`config.mk`:
```
export PLATFORM = sky130hd
export DESIGN_NAME = hazard_ctrl
export DESIGN_NICKNAME = d
export VERILOG_FILES = /design/src/rtl/hazard_ctrl.sv
export SDC_FILE = /design/constraint.sdc
export NUM_CORES = 1
export LEC_CHECK = 0
export ABC_AREA = 1
export CORE_MARGIN = 8
export CORE_UTILIZATION = 29
export DETAILED_ROUTE_END_ITERATION = 16
export HOLD_SLACK_MARGIN = 0.02
export PLACE_DENSITY = 0.89
export SLEW_MARGIN = 20
export SYNTH_ARGS = -nofsm -noshare
export SYNTH_HDL_FRONTEND = slang
export SYNTH_SLANG_ARGS = --single-unit
```
`constraint.sdc`:
```
create_clock -name clk -period 1.45 [get_ports clk]
set_input_delay 0.2175 -clock clk [delete_from_list [all_inputs] [get_ports clk]]
set_output_delay 0.2175 -clock clk [all_outputs]
set_load 0.02 [all_outputs]
```
`src/rtl/hazard_ctrl.sv`:
```
// Pipeline hazard/control unit: load-use stall, jump/branch flush and multi-cycle mul/div hold.
// Optional performance counters are enabled by defining HAZARD_PERF_EN.
module hazard_ctrl #(
    parameter int MD_LAT = 4,
    parameter int CNT_W  = 4,
    parameter int PERF_W = 32
) (
    input  logic              clk,
    input  logic              reset,
    input  logic [4:0]        IFID_Rs,
    input  logic [4:0]        IFID_Rt,
    input  logic              ID_UsesRt,
    input  logic              ID_Jump,
    input  logic              IDEX_MemRead,
    input  logic [4:0]        IDEX_WriteReg,
    input  logic              EX_BranchTaken,
    input  logic              EX_MulDiv,
    output logic              PCWrite,
    output logic [1:0]        IFID_cond,
    output logic [1:0]        IDEX_cond,
    output logic              EXMEM_bubble,
    output logic              MD_done,
    output logic [PERF_W-1:0] stall_cycles,
    output logic [PERF_W-1:0] flush_count
);

    localparam logic [1:0] C_FLUSH = 2'd0;
    localparam logic [1:0] C_PASS  = 2'd1;
    localparam logic [1:0] C_HOLD  = 2'd2;

    typedef enum logic {RUN, MD_BUSY} state_t;

    state_t           state_q, state_d;
    logic [CNT_W-1:0] cnt_q, cnt_d;

    logic       load_use;
    logic       low_pc;
    logic [1:0] low_ifid;
    logic [1:0] low_idex;

    // Lower-priority rules shared by RUN and the mul/div exit cycle.
    always_comb begin
        load_use = IDEX_MemRead && (IDEX_WriteReg != 5'd0) &&
                   ((IDEX_WriteReg == IFID_Rs) ||
                    (ID_UsesRt && (IDEX_WriteReg == IFID_Rt)));
        low_pc   = 1'b1;
        low_ifid = C_PASS;
        low_idex = C_PASS;
        if (load_use) begin
            low_pc   = 1'b0;
            low_ifid = C_HOLD;
            low_idex = C_FLUSH;
        end else if (ID_Jump) begin
            low_ifid = C_FLUSH;
        end
    end

    always_comb begin
        state_d      = state_q;
        cnt_d        = cnt_q;
        PCWrite      = low_pc;
        IFID_cond    = low_ifid;
        IDEX_cond    = low_idex;
        EXMEM_bubble = 1'b0;
        MD_done      = 1'b0;
        if (reset) begin
            PCWrite      = 1'b0;
            IFID_cond    = C_FLUSH;
            IDEX_cond    = C_FLUSH;
            EXMEM_bubble = 1'b1;
        end else if (state_q == RUN) begin
            if (EX_BranchTaken) begin
                PCWrite   = 1'b1;
                IFID_cond = C_FLUSH;
                IDEX_cond = C_FLUSH;
            end else if (EX_MulDiv) begin
                PCWrite      = 1'b0;
                IFID_cond    = C_HOLD;
                IDEX_cond    = C_HOLD;
                EXMEM_bubble = 1'b1;
                cnt_d        = CNT_W'(MD_LAT - 2);
                state_d      = MD_BUSY;
            end
        end else if (cnt_q != '0) begin
            PCWrite      = 1'b0;
            IFID_cond    = C_HOLD;
            IDEX_cond    = C_HOLD;
            EXMEM_bubble = 1'b1;
            cnt_d        = cnt_q - 1'b1;
        end else begin
            // Exit cycle: EX_MulDiv is ignored so the finishing op cannot restart itself.
            MD_done = 1'b1;
            state_d = RUN;
        end
    end

    always_ff @(posedge clk or posedge reset) begin
        if (reset) begin
            state_q <= RUN;
            cnt_q   <= '0;
        end else begin
            state_q <= state_d;
            cnt_q   <= cnt_d;
        end
    end

`ifdef HAZARD_PERF_EN
    logic [PERF_W-1:0] stall_q, stall_d;
    logic [PERF_W-1:0] flush_q, flush_d;

    always_comb begin
        stall_d = stall_q + PERF_W'(!PCWrite);
        flush_d = flush_q + PERF_W'(IFID_cond == C_FLUSH);
    end

    always_ff @(posedge clk or posedge reset) begin
        if (reset) begin
            stall_q <= '0;
            flush_q <= '0;
        end else begin
            stall_q <= stall_d;
            flush_q <= flush_d;
        end
    end

    assign stall_cycles = stall_q;
    assign flush_count  = flush_q;
`else
    assign stall_cycles = '0;
    assign flush_count  = '0;
`endif

endmodule

```
* Word-level counts from Yosys, hierarchy flattened
Cells that the tools add are included.
** Storage, ports and cells
- Flip-flop bits (word level) :: 5
- Input port bits :: 22
- Logic and storage cells :: 47
** Operators by class
- Reduce and logical (&&, ||, !) cells :: 8
- Eq/ne operators :: 4
- Bitwise logic cells :: 1
- Multiplexer cells :: 31
- $add $sub $neg :: 1
** Operators with widths (number)
- 2-to-1 mux 2 bit :: 11
- 2-to-1 mux 1 bit :: 16
- 2-to-1 mux 4 bit :: 4
- equality test 5 bit :: 2
- nonzero test 5 bit :: 1
- != test 2 x 1 -> 1 bit, second input constant :: 2
- AND reduction 4 bit :: 1
- nonzero test 4 bit :: 1
- subtractor 4 x 1 -> 4 bit, second input constant :: 1
- logical AND 1 bit :: 3
- nonzero test 2 bit :: 1
- logical OR 1 bit :: 1
- inverter 1 bit :: 1

* Logic depth before layout (Yosys ltp)
Gate-level depths: netlist of run 1.
- Depth in word-level cells :: 9
- Mapped depth :: 11
- Depth with buffers taken out :: 11

* Worst setup path after synthesis of run 1
OpenSTA, ideal clock, no wires.
- Path type :: flip-flop to output port
- Start :: reg cnt_q[0]
- End :: out IFID_cond[1]
- Buffers on the path :: 0
- Arrival time :: 1436 ps
- Path slack :: -203 ps
- Data required time :: 1233 ps
- Cell stages (with the launch flop) :: 8
- Cells stage by stage :: dfrtp_1 inv_1 ha_1 nor3b_1 or2_2 nand2_1 inv_1 a21oi_1
** Between the ends
- Word-level cells in the longest chain between the ends :: 4
** Ends and longest elaborated chain
- start, declared :: line 34 : logic [CNT_W-1:0] cnt_q, cnt_d;
- start signal, assigned :: line 103 : cnt_q <= cnt_d;
- nonzero test 4 bit :: line 84 : end else if (cnt_q != '0) begin
- 2-to-1 mux 2 bit :: line 84
- 2-to-1 mux 2 bit :: line 71 : end else if (state_q == RUN) begin
- 2-to-1 mux 2 bit :: line 66 : if (reset) begin
- end, declared :: line 19 : output logic [1:0] IFID_cond,
Every way passes these cells.

* Final worst setup path of run 1
- Start :: reg cnt_q[1]
- End :: out IFID_cond[0]
Same word-level chain as after synthesis.

==> results.ini, run 1 <==
[status]
status=finished, violations left
violations=negative setup slack

[drt]
wl_per_cell_um=11.0
drt_pass1_iterations=4
vias_per_cell=3.58
drc_errors=0
num_vias=970
initialDrtViolationCount=60
finalWirelength_mm=2.99
final_antenna_net_count=0

[timing]
fin_worst_skew_ps=1.04
finalHoldViolations=0
timing.final.ws_setup_ps=-392
finalCritPeriodShare_pct=127
slew_viol_final=0
maxClockFrequency_mhz=543
rsz0062_at_grt=true
layout_min_cycle_time_ps=1840
finalSetupViolCount=12

[cells_and_area]
multi_input_area_um2=738
diodes=0
final_common_cell=conb_1
final_nets=247
ff_latch_area_um2=125
stdcell_count=271
area_delta_synth_final_pct=45.8
layout_common_cells=64 x conb_1, 30 x nand2_1, 16 x inv_1
fill_cells=369
drive_gt1_share_pct=30.0

[synth]
syn_area_um2=1050
ys_ff_latch=5
synth_cells=169
ys_types=21
synth_sequential_area_ratio_pct=11.9
avgSynthCellArea_um2=6.24
synth_warnings=0

[cts]
cts_root_buf=clkbuf_4
cts_tree=done
postCtsHoldBufs=0
numCtsBuffers=3
insertion_delay_ps=230
cts_sinks=5
htreeDepth=1
clk_pin_slew_worst_paths_ps=40
clk_path_buf_depth=2

[grt]
track_usage_pct=9.32
grt_max_degree=7
grt_overflow_total=0
grt_pass1_vias=1098
antenna_found_initial=0
grt_pass1_wl_mm=4.66

[critical_path]
critPathKind=flip-flop to output port
start_kind=flip-flop
crit_chain=inv_2 > ha_4 > nor3b_4 > or2_4 > nand2_4 > nor2_4 > nand2_4 > nor2_4 > buf_6
required_ps=1230
endpoint_kind=output port
cp_max_fo=2
arrival_ps=1620
cpPeakStageDelay_ps=380
slowest_stage=dfrtp_1

[run]
maxCapViolCount=0

[placed_design]
dp.cells=253
dp_hpwl_mm=2.24
port-buffer-count=28
gp_congestion=0.796

[die]
die_area_um2=5820
start_util_pct=29.5
ios=93
die_y_um=76.3
rows=22
core-area_um2=3580
die_w_um=76.3

[pwr]
power_density_nw_per_um2=1280
peakVddDrop_mv=0.362
finalPower_uw=1970
p_leak_uw=0.000937

[min_path]
worstHoldPathType=primary input to async pin

critical path: cells and delay by family (launching register included):
| family | cells | cell delay, ps |
|---|---|---|
| DFF | 1 | 380 |
| and+or+nand+nor | 6 | 670 |
| adders and majority gates | 1 | 130 |
| buffers and inverters | 2 | 210 |
flip-flops by register name (all words and copies together) (netlist names):
register  flops
cnt_q         4
state_q       1
routing by layer:
metal | routed length, um | share of wire (%) | track usage [%] | vias to the layer above
met5 | 0 | 0 | 0 | -
met4 | 42 | 1.4 | 4.42 | 0
li1 | - | - | - | 483
met2 | 1640 | 55 | 17.6 | 51
met3 | 206 | 6.9 | 2.83 | 4
met1 | 1100 | 37 | 8.94 | 432
path summary, 6_finish.rpt:
check                      slack [ps]     start      endpoint  depth (start not counted)
hold reg to reg                   680  cnt_q[0]      cnt_q[0]                          4
setup reg to reg                 -200  cnt_q[1]      cnt_q[2]                         11
hold / removal                    650     reset      cnt_q[3]                          3
min in group clk                  680  cnt_q[0]      cnt_q[0]                          4
setup / recovery                 -390  cnt_q[1]  IFID_cond[0]                          9
max in group asynchronous         680     reset      cnt_q[0]                          3
cell families (layout without fill, tap and decap cells):
logic type	after synthesis	in the layout	synth area share, %
xor+xnor	3	3	2.49
compound gates	8	8	4.15
buf+inv	88	79	54.3
simple gates	63	63	25.6
fa+ha+maj	1	1	1.19
other cells	1	64	0.356
flops	5	5	11.9
layout make-up:
type,count,area share [%]
clock buffers,4,1.71
flip-flops and latches,5,8.14
repair buffers,51,32.1
well taps,48,3.91
inverters,24,6.18
multi-input cells,139,48.0
synthesized netlist by cell type, drive strengths merged:
master	number	area (um2)
a21oi	3	15.0
buf	64	480
conb	1	3.75
dfrtp	5	125
ha	1	12.5
inv	24	92.6
nand2	41	156
nand3	6	42.5
nand4	1	6.26
nor2	13	51.3
nor3b	1	7.51
o21ai	5	28.8
or2	1	6.26
xnor2	2	17.5
xor2	1	8.76
where the power goes:
| part | internal [uW] | switching (uW) | leakage, uW |
|---|---|---|---|
| clock network | 104 | 50.6 | 0.0000150 |
| logic | 775 | 795 | 0.000860 |
| registers | 199 | 49.9 | 0.0000626 |
| total | 1080 | 896 | 0.000937 |
what timing repair did:
action | CTS | global route
hold endpoints to repair | 0 | 0
pin swaps | 6 | 15
setup buffers | 22 | 9
setup endpoints to repair | 11 | 11
resized for setup | 74 | 30
stage by stage:
step	utilization (%)	setup TNS (ps)	hold slack, ps	setup slack, ps	cell area (um2)
after detailed placement	35.1	-5990	597	-967	1260
after global routing	43.0	-3560	698	-475	1540
final	43.0	-2810	655	-392	1540
after floorplan	-	-31.2	40.7	-31.2	1330
after global placement	35.1	-5830	570	-946	1260
after CTS	40.5	-2560	638	-429	1450
(Power assumes the default switching activity.)
==> inputs of run 2 (changes only) <==
--- a/config.mk
+++ b/config.mk
@@ -8,10 +8,11 @@
 export ABC_AREA = 1
 export CORE_MARGIN = 8
 export CORE_UTILIZATION = 29
+export CTS_CLUSTER_DIAMETER = 60
 export DETAILED_ROUTE_END_ITERATION = 16
+export GPL_TIMING_DRIVEN = 1
 export HOLD_SLACK_MARGIN = 0.02
 export PLACE_DENSITY = 0.89
-export SLEW_MARGIN = 20
 export SYNTH_ARGS = -nofsm -noshare
 export SYNTH_HDL_FRONTEND = slang
 export SYNTH_SLANG_ARGS = --single-unit
==> results of run 2 <==
Final layout, timing and power as in run 1 (identical DEF).
